### config.mk
export PLATFORM = sky130hd
export DESIGN_NAME = otp_stream_cypher
export DESIGN_NICKNAME = d
export VERILOG_FILES = /design/src/rtl/otp_stream_cypher.sv
export SDC_FILE = /design/constraint.sdc
export NUM_CORES = 1
export LEC_CHECK = 0
export BUFFER_PORTS_ARGS = -buffer_cell sky130_fd_sc_hd__buf_2
export CAP_MARGIN = 40
export CORE_MARGIN = 4
export CORE_UTILIZATION = 55
export CTS_BUF_LIST = sky130_fd_sc_hd__clkbuf_8
export DETAILED_ROUTE_END_ITERATION = 12
export GPL_TIMING_DRIVEN = 0
export PLACE_DENSITY = 0.78
export SYNTH_ARGS = -nofsm -noshare
export SYNTH_HDL_FRONTEND = slang
export SYNTH_SLANG_ARGS = --single-unit
### constraint.sdc
create_clock -name clk -period 2.6 [get_ports clk]
set_clock_uncertainty 0.1 [all_clocks]
set_input_delay 0.52 -clock clk [delete_from_list [all_inputs] [get_ports clk]]
set_output_delay 0.52 -clock clk [all_outputs]
set_load 0.1 [all_outputs]
### src/rtl/otp_stream_cypher.sv
// Key-XOR stream cipher: one KEY_W block per cycle MSB-first, optional per-block key rotation.
// Latency NBLK cycles accept-to-out_valid; result held in DONE until out_ready, no request queuing.
module otp_stream_cypher #(
   parameter int KEY_W = 16,
   parameter int MSG_W = 240
) (
   input  logic             clk,
   input  logic             rst_n,
   input  logic             in_valid,
   output logic             in_ready,
   input  logic [MSG_W-1:0] msg,
   input  logic [KEY_W-1:0] key,
   input  logic             rotate,
   output logic             out_valid,
   input  logic             out_ready,
   output logic [MSG_W-1:0] out,
   output logic             busy
);

   localparam int NBLK  = MSG_W / KEY_W;
   localparam int CNT_W = (NBLK > 1) ? $clog2(NBLK) : 1;
   localparam logic [CNT_W-1:0] LAST = CNT_W'(NBLK - 1);

   generate
      if ((MSG_W % KEY_W) != 0 || NBLK < 1) begin : g_bad_params
         $error("otp_stream_cypher: MSG_W must be a non-zero multiple of KEY_W");
      end
   endgenerate

   typedef enum logic [1:0] {
      IDLE = 2'd0,
      RUN  = 2'd1,
      DONE = 2'd2
   } state_t;

   state_t           state_q;
   state_t           state_d;
   logic [MSG_W-1:0] msg_q;
   logic [MSG_W-1:0] acc_q;
   logic [MSG_W-1:0] out_q;
   logic [KEY_W-1:0] key_q;
   logic             mode_q;
   logic [CNT_W-1:0] cnt_q;

   logic [KEY_W-1:0] xor_blk;
   logic [KEY_W-1:0] key_rot;
   logic [MSG_W-1:0] acc_next;

   assign xor_blk  = msg_q[MSG_W-1 -: KEY_W] ^ key_q;
   // Written with shifts so a 1-bit key still elaborates cleanly.
   assign key_rot  = (key_q << 1) | (key_q >> (KEY_W - 1));
   assign acc_next = (acc_q << KEY_W) | MSG_W'(xor_blk);

   always_ff @(posedge clk or negedge rst_n) begin
      if (!rst_n) begin
         state_q <= IDLE;
      end else begin
         state_q <= state_d;
      end
   end

   always_comb begin
      state_d = state_q;
      case (state_q)
         IDLE:    if (in_valid) state_d = RUN;
         RUN:     if (cnt_q == LAST) state_d = DONE;
         DONE:    if (out_ready) state_d = IDLE;
         default: state_d = IDLE;
      endcase
   end

   always_ff @(posedge clk or negedge rst_n) begin
      if (!rst_n) begin
         msg_q  <= '0;
         acc_q  <= '0;
         out_q  <= '0;
         key_q  <= '0;
         mode_q <= 1'b0;
         cnt_q  <= '0;
      end else begin
         case (state_q)
            IDLE: begin
               if (in_valid) begin
                  msg_q  <= msg;
                  key_q  <= key;
                  mode_q <= rotate;
                  acc_q  <= '0;
                  cnt_q  <= '0;
               end
            end
            RUN: begin
               msg_q <= msg_q << KEY_W;
               acc_q <= acc_next;
               cnt_q <= cnt_q + CNT_W'(1);
               if (mode_q) key_q <= key_rot;
               if (cnt_q == LAST) out_q <= acc_next;
            end
            default: ;
         endcase
      end
   end

   assign in_ready  = (state_q == IDLE);
   assign out_valid = (state_q == DONE);
   assign busy      = (state_q != IDLE);
   assign out       = out_q;

endmodule

After elaboration in Yosys (flattened, before gate mapping)
Index checks and enable logic that the tools add are counted.
Storage, ports and cells
  bits in registers: 727
  input port bits: 261
  word-level logic and storage cells: 39
Cells by class
  add/sub/neg operators: 1
  equal/unequal tests: 7
  multiplexer cells: 13
  bitwise operators: 3
  reduce and logical (&&, ||, !) cells: 8
Operator list (count)
  240-bit one-hot mux with 2 select lines: 1
  224-bit one-hot mux with 2 select lines: 1
  240-bit 2-to-1 mux: 1
  240-bit by 16-bit OR with 240-bit output: 1
  224-bit 2-to-1 mux: 1
  16-bit 2-to-1 mux: 2
  16-bit one-hot mux with 2 select lines: 1
  16-bit by 1-bit OR with 16-bit output: 1
  16-bit bitwise XOR: 1
  4-bit one-hot mux with 2 select lines: 1
  2-bit 2-to-1 mux: 3
  2-bit inequality test (second input constant): 3
  2-bit one-hot mux with 3 select lines: 1
  2-bit AND reduction: 3
  3-bit AND reduction: 2
  4-bit by 1-bit adder with 4-bit output (second input constant): 1
  4-bit == test (second input constant): 1
  4-bit 2-to-1 mux: 1
  2-bit nonzero test: 2
  2-bit by 1-bit == test with 1-bit output (second input constant): 1
  2-bit == test (second input constant): 1
  2-bit zero test: 1
  2-bit by 1-bit inequality test with 1-bit output (second input constant): 1

Longest topological paths before layout
  word-level depth: 3
  gate-level depth with buffers: 8
  depth with buffers taken out: 5

Worst setup path after synthesis
Ideal clock, no wire load.
  path kind: reg-to-output
  from: reg state_q[1]
  to: out busy
  data arrival time: 3.107 ns
  required time: 1.980 ns
  setup slack: -1.127 ns
  cell stages (with the launch flop): 6
  buffers on the path: 3
  cells stage by stage: dfrtp_1 buf_4 clkbuf_1 clkbuf_1 nor2_1 inv_1
On the way
  cells in the longest elaborated chain, start to end: 1
Ends and longest elaborated chain
  start, declared: RTL line 36  | state_t state_q;
  start signal, assigned: RTL line 58  | state_q <= state_d;
  2-bit nonzero test: RTL line 105  | assign busy = (state_q != IDLE);
  end, declared: RTL line 17  | output logic busy
No other way between the ends.

Worst setup path in the final report
  from: reg state_q[0]
  to: out in_ready
On the way
  cells in the longest elaborated chain, start to end: 1
Ends and longest elaborated chain
  2-bit zero test: RTL line 103  | assign in_ready = (state_q == IDLE);
  end, declared: RTL line 10  | output logic in_ready,
No other way between the ends.

==> qor.yml <==
p_per_area_nw_per_um2: 1390
die_h_um: 246
yosys_warnings: 0
critical_path_arrival_ps: 1880
clk_pin_slew_ps: 70
status: "finished, final reports clean"
area_delta_synth_final_pct: 27.0
share_clk_of_total_power: 0.185
intPower_w: 0.0280
cts.root.buffer_cell: "sky130_fd_sc_hd__clkbuf_8"
post_layout_nonfiller_instances: 4616
crit_required_ps: 1980
design.portCount: 504
grt_pass1_vias: 27500
cts_max_level: 3
setup_viol: 0
worst_slew_margin_rel: 0.520
total_routing_usage_reported_by_global_routing: 0.333
globalplace.congestion: 0.956
dpl_worst_slack_ps: -53.7
switching_share: 0.492
crit-reg2reg-capture: "acc_q[217]"
synthesis.area_per_instance_um2: 10.8
grt_antenna_before_repair: 27
p_seq_frac: 0.367
cts.sinks: 727
totalPowerFinal_w: 0.0552
switching_power_w: 0.0272
end_kind: "output pin"
comb_power_share: 0.448
drt_wl_total_um: 103000
p_leak_nw: 19.0
summed_instance_area_of_the_synthesized_netlist_um2: 31200
drive_gt1_frac: 0.261
postSynthNetCount: 3164
power.ir.vdd_worst_mv: 1.64
route.detailed.wl_per_inst_um: 22.2
post_drt_via_cell_ratio: 5.84
path_cells: "buf_8, buf_12, nor2_4, buf_8"
globalRoute.totalOverflow: 0
worst_slack_ps: 101
final_period_minus_worst_setup_slack_ps: 2500
min_from: "msg[85]"
post-synth-top-area-fraction: 0.582
yosys_register_bits: 727
detail_route.drc_violations: 0
cts_buffers: 116
fin_util: 0.705
first_pass_grt_wire_length_um: 158000
nNetsFinal: 4004
reg2reg_slack_ps: 140
clock_insertion_delay_worst_skew_ps: 740
timing.fmax_ghz: 0.400
drt_first_iter_violations: 2193
critical_path.reg2reg.startpoint: "state_q[0]"
hold_path_class: "in -> reg"
grt_setup_unrepaired: "no"
cp_max_fo: 10
hpwl_after_detailed_placement_um: 71900
worst-slew-pin-transition_ps: 721
design.core.area_um2: 56300
dieWidth_um: 246
post_synth_inst_count: 2901
post_synth_num_cell_types: 32
timing.setup.tns_ps: 0
floorplan.initialDensity: 0.555
port_buffers: 503
timing.final.max_slew_violations: 0
post-place-cells: 4166
instance_count_along_the_most_critical_hold_path: 3
critical_path.startpoint_type: "flop"
cts.path.max_buffers: 3
placement_rows: 87
cap_violations: 0
hold-path-endpoint: "msg_q[85]"
timing.final.hold_violations: 0
crit_path_top_delay_cell: "sky130_fd_sc_hd__dfrtp_1"
vias: 26900
synthDominantAreaCellType: "sky130_fd_sc_hd__dfrtp_1"
cts_tree: "built"
largest_net_degree_at_the_start_of_global_routing: 123
worstRegToRegCells: 5
period_share: 0.961
cp_slowest_stage_delay_ps: 400
dr.pass1.iters: 6
drtAntennaViolNets: 0
synth-seq-area-share: 0.582
crit_path_frequent_cell: "sky130_fd_sc_hd__buf_8"
die_area_um2: 60700
synthTopCellsByArea: "sky130_fd_sc_hd__dfrtp_1, sky130_fd_sc_hd__o21ai_0, sky130_fd_sc_hd__nand2_1"
timing_worst_setup_path_type: "reg -> out"
[critical path, delay by kind of cell, from the launching register on]
family / cells / cell delay (ps)
buffers and inverters: 3 / 520
DFF: 1 / 400
and+or+nand+nor: 1 / 210
[area by class of cell]
cell class / count / area [um2]
fillers: 4017 / 16600
repair buffers: 724 / 4870
diodes: 22 / 55.1
inverters: 3 / 11.3
flip-flops and latches: 727 / 18200
well taps: 756 / 946
clock inverters: 59 / 330
plain buffers: 238 / 1360
multi-input cells: 1931 / 11700
clock buffers: 156 / 2150
[synthesized netlist by cell type (all sizes together)]
master / n
a21o: 2
a21oi: 224
a22oi: 220
and3b: 4
buf: 137
clkbuf: 103
dfrtp: 727
ha: 2
inv: 3
mux2: 257
mux2i: 1
nand2: 471
nand2b: 1
nand3: 2
nand3b: 1
nor2: 4
nor2b: 223
nor3b: 1
o21ai: 465
o21bai: 1
o22ai: 18
o31ai: 16
xnor2: 16
xor2: 2
[cell usage in the layout, fill, tap and decap left out, types with 13 or more instances in the layout]
cell type                       count
sky130_fd_sc_hd__nor2b_1          221
sky130_fd_sc_hd__dlygate4sd3_1    202
sky130_fd_sc_hd__buf_2            588
sky130_fd_sc_hd__a21oi_1          224
sky130_fd_sc_hd__mux2_2           148
sky130_fd_sc_hd__a22oi_1          220
sky130_fd_sc_hd__buf_8             13
sky130_fd_sc_hd__diode_2           22
sky130_fd_sc_hd__o31ai_1           16
sky130_fd_sc_hd__clkbuf_1          90
sky130_fd_sc_hd__mux2_1           109
sky130_fd_sc_hd__inv_1             41
sky130_fd_sc_hd__o22ai_1           18
sky130_fd_sc_hd__clkbuf_8         156
sky130_fd_sc_hd__dfrtp_1          727
sky130_fd_sc_hd__o21ai_0          465
sky130_fd_sc_hd__nand2_1          471
sky130_fd_sc_hd__buf_4             37
sky130_fd_sc_hd__xnor2_1           16
[how the worst max path moves through the flow]
stage	start	end	slack (ps)	depth (start not counted)
after floorplan	state_q[1]	busy	-10	5
after global placement	rst_n	msg_q[130]	-14410	1
after detailed placement	state_q[1]	busy	-50	6
after CTS	state_q[0]	out_valid	5	4
after global routing	state_q[0]	busy	1	5
final	state_q[0]	in_ready	100	4
[registers in the layout, indices dropped and copies added (netlist names)]
name	cells
state_q	2
acc_q	224
mode_q	1
out	240
msg_q	240
key_q	16
cnt_q	4
[power by group through the flow]
stage / Combinational, W / Clock (W) / Sequential [W]
final: 0.0247 / 0.0102 / 0.0202
after global routing: 0.0264 / 0.0109 / 0.0206
after CTS: 0.0245 / 0.0103 / 0.0201
after detailed placement: 0.0240 / 0 / 0.0202
after global placement: 0.0235 / 0 / 0.0201
after floorplan: 0.00948 / 0 / 0.0280
[per-stage QoR]
stage	cell area, um2	hold slack [ps]
after floorplan	31200	124
after global placement	34700	361
after detailed placement	34900	367
after CTS	39500	1.41
after global routing	39600	11.4
final	39700	29.2
[cell families after synthesis]
group	after synthesis	share of synthesized area
mux	258	0.0930
flops	727	0.582
buf+inv	243	0.0422
simple gates	707	0.105
compound gates	946	0.171
xor+xnor	18	0.00505
fa+ha+maj	2	0.000801
[routing by layer]
metal	GRT usage	share of wire
met1	0.428	0.39
met2	0.534	0.47
met3	0.0928	0.093
met4	0.144	0.049
met5	0	0.0014
[what timing repair did]
item | CTS | global route
buffers inserted | 7 | 5
endpoints found under the hold margin | 256 | 1
gates resized for setup | 28 | 1
setup endpoints to repair | 3 | 39
pin swaps | 1 | 1
hold buffers | 201 | 1
cloned | 0 | 1
Power figures use the tool's default switching activity.
